===== config.mk =====
export PLATFORM = sky130hd
export DESIGN_NAME = led_pattern_seq_flat
export DESIGN_NICKNAME = d
export VERILOG_FILES = /design/src/rtl/led_pattern_seq_if.sv /design/src/rtl/led_pattern_seq.sv /design/src/flat_wrapper.sv
export SDC_FILE = /design/constraint.sdc
export NUM_CORES = 1
export LEC_CHECK = 0
export ABC_AREA = 1
export BUFFER_PORTS_ARGS = -buffer_cell sky130_fd_sc_hd__buf_4
export CAP_MARGIN = 20
export CORE_UTILIZATION = 40
export CTS_BUF_LIST = sky130_fd_sc_hd__clkbuf_16
export CTS_CLUSTER_SIZE = 12
export DETAILED_ROUTE_END_ITERATION = 10
export PLACE_DENSITY_LB_ADDON = 0.08
export SYNTH_ARGS = -nofsm -noshare
export SYNTH_HDL_FRONTEND = slang
export SYNTH_SLANG_ARGS = --single-unit

===== constraint.sdc =====
create_clock -name clk -period 3 [get_ports clk]
set_input_delay 0 -clock clk [delete_from_list [all_inputs] [get_ports clk]]
set_output_delay 0 -clock clk [all_outputs]
set_load 0.01 [all_outputs]

===== src/rtl/led_pattern_seq_if.sv =====
// Control and display bundle for the LED pattern sequencer.
// The master drives enable/mode; the slave (the sequencer) drives LEDR/step.
interface led_pattern_seq_if #(
  parameter int WIDTH = 3
);
  logic             enable;
  logic [1:0]       mode;
  logic [WIDTH-1:0] LEDR;
  logic             step;

  modport master (
    output enable,
    output mode,
    input  LEDR,
    input  step
  );

  modport slave (
    input  enable,
    input  mode,
    output LEDR,
    output step
  );
endinterface


===== src/rtl/led_pattern_seq.sv =====
// Wind/hazard LED pattern sequencer: calm blink, left/right sweep or off,
// advanced once every DIV enabled clocks by a built-in prescaler.
module led_pattern_seq #(
  parameter int               WIDTH    = 3,
  parameter int               DIV      = 4,
  parameter logic [WIDTH-1:0] CALM_PAT = 3'b101
) (
  input  logic             clk,
  input  logic             reset,
  led_pattern_seq_if.slave bus
);
  localparam int CW = (DIV > 1) ? $clog2(DIV) : 1;
  localparam int PW = (WIDTH > 1) ? $clog2(WIDTH) : 1;
  localparam logic [CW-1:0] CNT_LAST = CW'(DIV - 1);
  localparam logic [PW-1:0] POS_LAST = PW'(WIDTH - 1);

  typedef enum logic [2:0] {
    ST_OFF     = 3'd0,
    ST_CALM_A  = 3'd1,
    ST_CALM_B  = 3'd2,
    ST_SWEEP_R = 3'd3,
    ST_SWEEP_L = 3'd4
  } state_t;

  logic [CW-1:0]    cnt_q, cnt_d;
  logic             tick_s;
  state_t           state_q, state_d;
  logic [PW-1:0]    pos_q, pos_d;
  logic [1:0]       mode_q, mode_d;
  logic [WIDTH-1:0] led_q, led_d;
  logic             step_q;

  function automatic logic [WIDTH-1:0] led_of(input state_t st, input logic [PW-1:0] p);
    case (st)
      ST_CALM_A:              led_of = CALM_PAT;
      ST_CALM_B:              led_of = ~CALM_PAT;
      ST_SWEEP_R, ST_SWEEP_L: led_of = {{(WIDTH-1){1'b0}}, 1'b1} << p;
      default:                led_of = {WIDTH{1'b0}};
    endcase
  endfunction

  // Prescaler: counts enabled cycles and flags the wrap as the step tick.
  always_comb begin
    tick_s = 1'b0;
    cnt_d  = cnt_q;
    if (bus.enable) begin
      if (cnt_q == CNT_LAST) begin
        cnt_d  = {CW{1'b0}};
        tick_s = 1'b1;
      end else begin
        cnt_d  = cnt_q + CW'(1);
      end
    end else begin
      cnt_d = cnt_q;
    end
  end

  // Pattern next-state: a mode change on a tick reloads the start state, else advance.
  always_comb begin
    state_d = state_q;
    pos_d   = pos_q;
    mode_d  = mode_q;
    if (tick_s) begin
      if (bus.mode != mode_q) begin
        mode_d = bus.mode;
        case (bus.mode)
          2'b00:   begin state_d = ST_CALM_A;  pos_d = {PW{1'b0}}; end
          2'b01:   begin state_d = ST_SWEEP_R; pos_d = POS_LAST;   end
          2'b10:   begin state_d = ST_SWEEP_L; pos_d = {PW{1'b0}}; end
          default: begin state_d = ST_OFF;     pos_d = {PW{1'b0}}; end
        endcase
      end else begin
        case (state_q)
          ST_CALM_A:  state_d = ST_CALM_B;
          ST_CALM_B:  state_d = ST_CALM_A;
          ST_SWEEP_R: pos_d = (pos_q == {PW{1'b0}}) ? POS_LAST : pos_q - PW'(1);
          ST_SWEEP_L: pos_d = (pos_q == POS_LAST) ? {PW{1'b0}} : pos_q + PW'(1);
          default:    state_d = ST_OFF;
        endcase
      end
    end else begin
      state_d = state_q;
    end
    led_d = led_of(state_d, pos_d);
  end

  // State and registered outputs; step echoes the tick one cycle later.
  always_ff @(posedge clk or posedge reset) begin
    if (reset) begin
      cnt_q   <= {CW{1'b0}};
      state_q <= ST_OFF;
      pos_q   <= {PW{1'b0}};
      mode_q  <= 2'b11;
      led_q   <= {WIDTH{1'b0}};
      step_q  <= 1'b0;
    end else begin
      cnt_q   <= cnt_d;
      state_q <= state_d;
      pos_q   <= pos_d;
      mode_q  <= mode_d;
      led_q   <= led_d;
      step_q  <= tick_s;
    end
  end

  assign bus.LEDR = led_q;
  assign bus.step = step_q;
endmodule

===== src/flat_wrapper.sv =====
// flat-port wrapper written by rule: the top's interface ports become plain ports
module led_pattern_seq_flat 
#(
  parameter int               WIDTH    = 3,
  parameter int               DIV      = 4,
  parameter logic [WIDTH-1:0] CALM_PAT = 3'b101
)
  (clk, reset, bus_enable, bus_mode, bus_LEDR, bus_step);
  led_pattern_seq_if #(.WIDTH(WIDTH)) bus_i ();
  input  logic clk;
  input  logic reset;
  input wire logic [$bits(bus_i.enable)-1:0] bus_enable;
  input wire logic [$bits(bus_i.mode)-1:0] bus_mode;
  output wire logic [$bits(bus_i.LEDR)-1:0] bus_LEDR;
  output wire logic [$bits(bus_i.step)-1:0] bus_step;
  assign bus_i.enable = bus_enable;
  assign bus_i.mode = bus_mode;
  assign bus_LEDR = bus_i.LEDR;
  assign bus_step = bus_i.step;
  led_pattern_seq #(.WIDTH(WIDTH), .DIV(DIV), .CALM_PAT(CALM_PAT)) u_core (.clk(clk), .reset(reset), .bus(bus_i));
endmodule

### Word level (Yosys, flattened, before mapping)

Index checks and enable logic that the tools add are counted.

* flip-flop bits (word level): 13
* input port bits: 5
* output and inout port bits: 4
* word-level logic and storage cells: 42

* add/subtract/negate cells: 3
* equal/unequal tests: 13
* shifts and indexed selects: 1
* multiplexer cells: 14
* reductions and logical operators: 5

Operators by type and width (number)
* $pmux W3 S3: 3
* $eq A3 B2 Y1 const B: 4
* $mux W2: 6
* $eq A2 B2 Y1 const B: 3
* $eq A3 B1 Y1 const B: 2
* $eq A3 B3 Y1 const B: 2
* $mux W3: 2
* $add A2 B1 Y2 const B: 2
* $logic_not A2 Y1: 2
* $pmux W2 S2: 1
* $reduce_or A2 Y1: 2
* $shl A1 B2 Y3 const A: 1
* $eq A2 B1 Y1 const B: 1
* $mux W1: 2
* $ne A2 B2 Y1: 1
* $reduce_and A2 Y1: 1
* $sub A2 B1 Y2 const B: 1

### Depth between registers and ports, before layout

* depth in word-level cells: 8
* depth in mapped cells: 11
* mapped depth without buffers: 11

### Worst setup path after synthesis

OpenSTA, ideal clock, no wires.

* path type: register to register
* from: reg u_core.cnt_q[0]
* to: reg u_core.led_q[2] (netlist: u_core.bus.LEDR[2])
* setup time: 0.118 ns
* arrival: 1.282 ns
* required time: 2.882 ns
* setup slack: 1.600 ns
* cell stages (with the launch flop): 10
* path buffers: 0
* period minus slack after synthesis: 1.400 ns
* cells stage by stage: dfrtp_1 > ha_1 > nand2_4 > inv_6 > nand4_1 > nand2_1 > nor2_2 > nand2_1 > nand3_1 > nand2_1

* word-level cells in the longest chain between the ends: 7
* elaborated cells on any way between the ends: 12
* classes of those cells: 5 x eq/ne; 1 x shift; 5 x mux; 1 x reduce/logical

RTL lines
* from (decl): RTL line led_pattern_seq.sv:25 `logic [CW-1:0] cnt_q, cnt_d;`
* from (signal assigned): RTL line led_pattern_seq.sv:90 `cnt_q <= {CW{1'b0}};`
* from (signal assigned): RTL line led_pattern_seq.sv:97 `cnt_q <= cnt_d;`
* $eq A2 B2 Y1 (*): RTL line led_pattern_seq.sv:47 `if (cnt_q == CNT_LAST) begin`
* $mux W1 (*): RTL line led_pattern_seq.sv:47
* $mux W1 (*): RTL line led_pattern_seq.sv:46 `if (bus.enable) begin`
* named net u_core.tick_s: RTL line led_pattern_seq.sv:26 `logic tick_s;`
* $mux W3: RTL line led_pattern_seq.sv:63 `if (tick_s) begin`
* $eq A3 B2 Y1 / $eq A3 B3 Y1 (equally long branches): RTL line led_pattern_seq.sv:34 `case (st)`
* $reduce_or A2 Y1: RTL line led_pattern_seq.sv:34
* $pmux W3 S3 (*): RTL line led_pattern_seq.sv:34
* named net u_core.led_d[2]: RTL line led_pattern_seq.sv:30 `logic [WIDTH-1:0] led_q, led_d;`
* to (signal assigned): RTL line led_pattern_seq.sv:94 `led_q <= {WIDTH{1'b0}};`
* to (signal assigned): RTL line led_pattern_seq.sv:101 `led_q <= led_d;`
* to (decl): RTL line led_pattern_seq.sv:30

Mark *: on every way through the listed nets, which the timed path passes. The rest lies on a longest branch.
A chain may end at the register's enable or synchronous reset.

### Worst setup path in the final report

* from: reg u_core.cnt_q[0]
* to: reg u_core.led_q[1] (netlist: u_core.bus.LEDR[1])

The elaborated chain is that of the path after synthesis.

==> flow_summary.ini <==
[layout]
antennaDiodeCount = 0
area.growth.synth_to_final_pct = 22.78
layout.cells.most_common = sky130_fd_sc_hd__nand2_1
final_cell_mix = 22 x sky130_fd_sc_hd__nand2_1, 16 x sky130_fd_sc_hd__inv_1, 15 x sky130_fd_sc_hd__nand3_1
layout.filler_cells = 185
final_nets = 131
layout-drive-gt1-share_pct = 26.45

[cts]
numCtsBuffers = 3
cts_resized = 0
cts_tree = yes
holdBufCountCts = 2
clock_tree.htree_level_count = 1
cts.reportedPaths.clkPinSlew_ps = 40
clockRootBuffer = sky130_fd_sc_hd__clkbuf_16
clk_latency_ps = 240
cts_post_setup_buffers_inserted = 0
clockBufferDepth = 2
cts.sink_count = 13

[synthesis]
synthesis.area_um2 = 845.8
yosysUniqueCellTypes = 22
ys_ff_latch = 13
avg_synthesized_cell_area_um2 = 7.905
yosysTopAreaCell = sky130_fd_sc_hd__dfrtp_1
yosys-top-cells-area = sky130_fd_sc_hd__dfrtp_1 33%, sky130_fd_sc_hd__nand2_1 9.8%, sky130_fd_sc_hd__nand3_1 8.9%, sky130_fd_sc_hd__inv_1 6.7%, sky130_fd_sc_hd__dfstp_2 6.2%
number_of_warnings_reported_in_the_yosys_synthesis_log = 0
post-synth-top-area-fraction_pct = 32.54
postSynthNetCount = 116
synthCells = 107
synth.yosys.seq_area_share_pct = 38.76

[setup_path]
worst_path_dominant_cell_family = simple AND/OR/NAND/NOR gates
critPathBufInv = 1
criticalPathCategory = reg -> reg
timing.critical_path.required_ps = 3180
worstSetupEndpointType = register
timing.critical_path.cells = ha_1, nand2_4, inv_6, nand3_2, nand2_1, nor2_1, nand2_1, nand2_2, nand3_1, nand2_1
critical-path-max-stage-delay_ps = 390
cpMostUsedCell = sky130_fd_sc_hd__nand2_1
arrival_ps = 1730
setup.worst_path.start_class = register
timing.critical_path.slowest_stage_cell = sky130_fd_sc_hd__dfrtp_1
critical_path.max_fanout = 10

[sta]
min_period_over_period_pct = 51.82
rsz0062_at_grt = false
worst_clock_skew_ps = 2.252
maxSlewViolCount = 0
fin_crit_ps = 1555
setup-tns-final_ps = 0
finalHoldViolCount = 0
fmax_ghz = 0.6432
final.hold.worst_slack_ps = 49.97
final_setup_violations = 0
max-slew-margin-rel_pct = 64.81
tightest_slew_ps = 527.3

[global_routing]
global_route.overflow_total = 0
number_of_antenna_violations_at_the_first_check_in_global_routing = 0
grt_start_max_net_pins = 14
grt_pass1_wl_mm = 2.801
grt_usage_pct = 18.48
first_global_vias = 643

[floorplan]
die_x_um = 47.99
fp.coreArea_um2 = 1982
floorplan.die.height_um = 47.99
fp-row-count = 16
start_util_pct = 42.68
boundaryPins = 9
design.die.area_um2 = 2303

[detailed_routing]
routed_wirelength_normalized_by_instance_count_um = 11.84
detail_route_antenna_nets = 0
routed_wl_mm = 1.752
first_pass_iters = 4
avgViaCountPerCell = 4.905
vias = 726
dr_drc_count = 0
drt_iter0_markers = 9

[power]
max_ir_drop_vdd_mv = 0.4855
finalPower_uw = 1095
static-leakage-power_uw = 0.0005711
power_density_nw_per_um2 = 1054

[placed_design]
numPortBuffers = 8
gp_congestion = 0.7976
place_hpwl_mm = 1.354

[worst_hold_path]
hold_class = in -> reg

[run_status]
outcome = complete, no violations

[flow_run]
cap_viol_max_count = 0
==> worst register-to-register path, cell delays in order, from the launching register on <==
cell	delay (ps)
sky130_fd_sc_hd__dfrtp_1	390
sky130_fd_sc_hd__ha_1	250
sky130_fd_sc_hd__nand2_4	170
sky130_fd_sc_hd__inv_6	60
sky130_fd_sc_hd__nand3_2	110
sky130_fd_sc_hd__nand2_1	80
sky130_fd_sc_hd__nor2_1	150
sky130_fd_sc_hd__nand2_1	80
sky130_fd_sc_hd__nand2_2	80
sky130_fd_sc_hd__nand3_1	70
sky130_fd_sc_hd__nand2_1	60
==> kinds of logic after synthesis <==
logic type	after synthesis	share of synthesized area, %
AOI/OAI and AO/OA	7	4.734
muxes	1	1.331
and+or+nand+nor	64	40.68
adders and majority gates	4	5.917
buffers and inverters	18	8.580
DFF	13	38.76
==> per-stage QoR <==
stage	instance area, um^2	worst slack [ps]	std cells	util (%)
after floorplan	845.8	1600	107	-
after global placement	939.7	1516	142	47.41
after detailed placement	939.7	1464	142	47.41
after CTS	1039	1435	148	52.40
after global routing	1039	1298	148	52.40
final	1039	1445	148	52.40
==> state kept, by name, indices dropped and copies added, names as in the netlist <==
signal / cells
u_core.bus.LEDR: 3
u_core.cnt_q: 2
u_core.bus.step: 1
u_core.mode_q: 2
u_core.pos_q: 2
u_core.state_q: 3
==> where the power goes <==
group          internal (uW)  switching [uW]  leakage [uW]  total, uW
Combinational            195             319      0.000368        514
Clock                    175            67.7     0.0000423        243
Sequential               268            69.8      0.000161        337
Total                    638             457      0.000571       1090
==> worst paths after layout <==
check / cells after the start / startpoint / slack (ps) / end
max: 10 / u_core.cnt_q[0] / 1450 / u_core.bus.LEDR[1]
min: 3 / bus_mode[0] / 50 / u_core.mode_q[0]
max reg2reg: 10 / u_core.cnt_q[0] / 1450 / u_core.bus.LEDR[1]
min reg2reg: 1 / u_core.cnt_q[0] / 480 / u_core.cnt_q[0]
max in group asynchronous: 3 / reset / 2280 / u_core.mode_q[0]
min in group asynchronous: 3 / reset / 360 / u_core.cnt_q[0]
==> synth_stat cells <==
cell	n
sky130_fd_sc_hd__inv_2	2
sky130_fd_sc_hd__nand3_1	15
sky130_fd_sc_hd__nand2_1	22
sky130_fd_sc_hd__nand3_2	3
sky130_fd_sc_hd__dfstp_2	2
sky130_fd_sc_hd__nor3_1	1
sky130_fd_sc_hd__dfrtp_1	11
sky130_fd_sc_hd__nand3b_1	1
sky130_fd_sc_hd__inv_1	15
sky130_fd_sc_hd__a21oi_1	4
sky130_fd_sc_hd__nand4_1	1
sky130_fd_sc_hd__nand2_2	6
sky130_fd_sc_hd__nand2_4	3
sky130_fd_sc_hd__o21a_1	1
sky130_fd_sc_hd__ha_1	4
sky130_fd_sc_hd__mux2_2	1
sky130_fd_sc_hd__nor2_8	1
sky130_fd_sc_hd__nor2_2	2
sky130_fd_sc_hd__inv_6	1
sky130_fd_sc_hd__nor2_1	9
sky130_fd_sc_hd__o21ai_0	1
sky130_fd_sc_hd__o211ai_1	1
==> cell type report <==
| class | count | area (um^2) | area share, % |
|---|---|---|---|
| multi-input combinational | 76 | 445.4 | 42.89 |
| sequential | 13 | 327.8 | 31.57 |
| timing repair buffer | 10 | 80.08 | 7.711 |
| clock buffer | 3 | 75.07 | 7.229 |
| inverter | 18 | 72.57 | 6.988 |
| tap | 27 | 33.78 | 3.253 |
| clock inverter | 1 | 3.754 | 0.3614 |
==> per-layer routing <==
metal	part of all wire (%)	wire [um]	track usage, %	up-vias
met1	49	851	24.02	348
met5	0	0	0	-
li1	-	-	-	368
met2	49	850	30.27	8
met3	2.2	38	4.906	2
met4	0.63	11	5.000	0
Power figures use the tool's default switching activity.
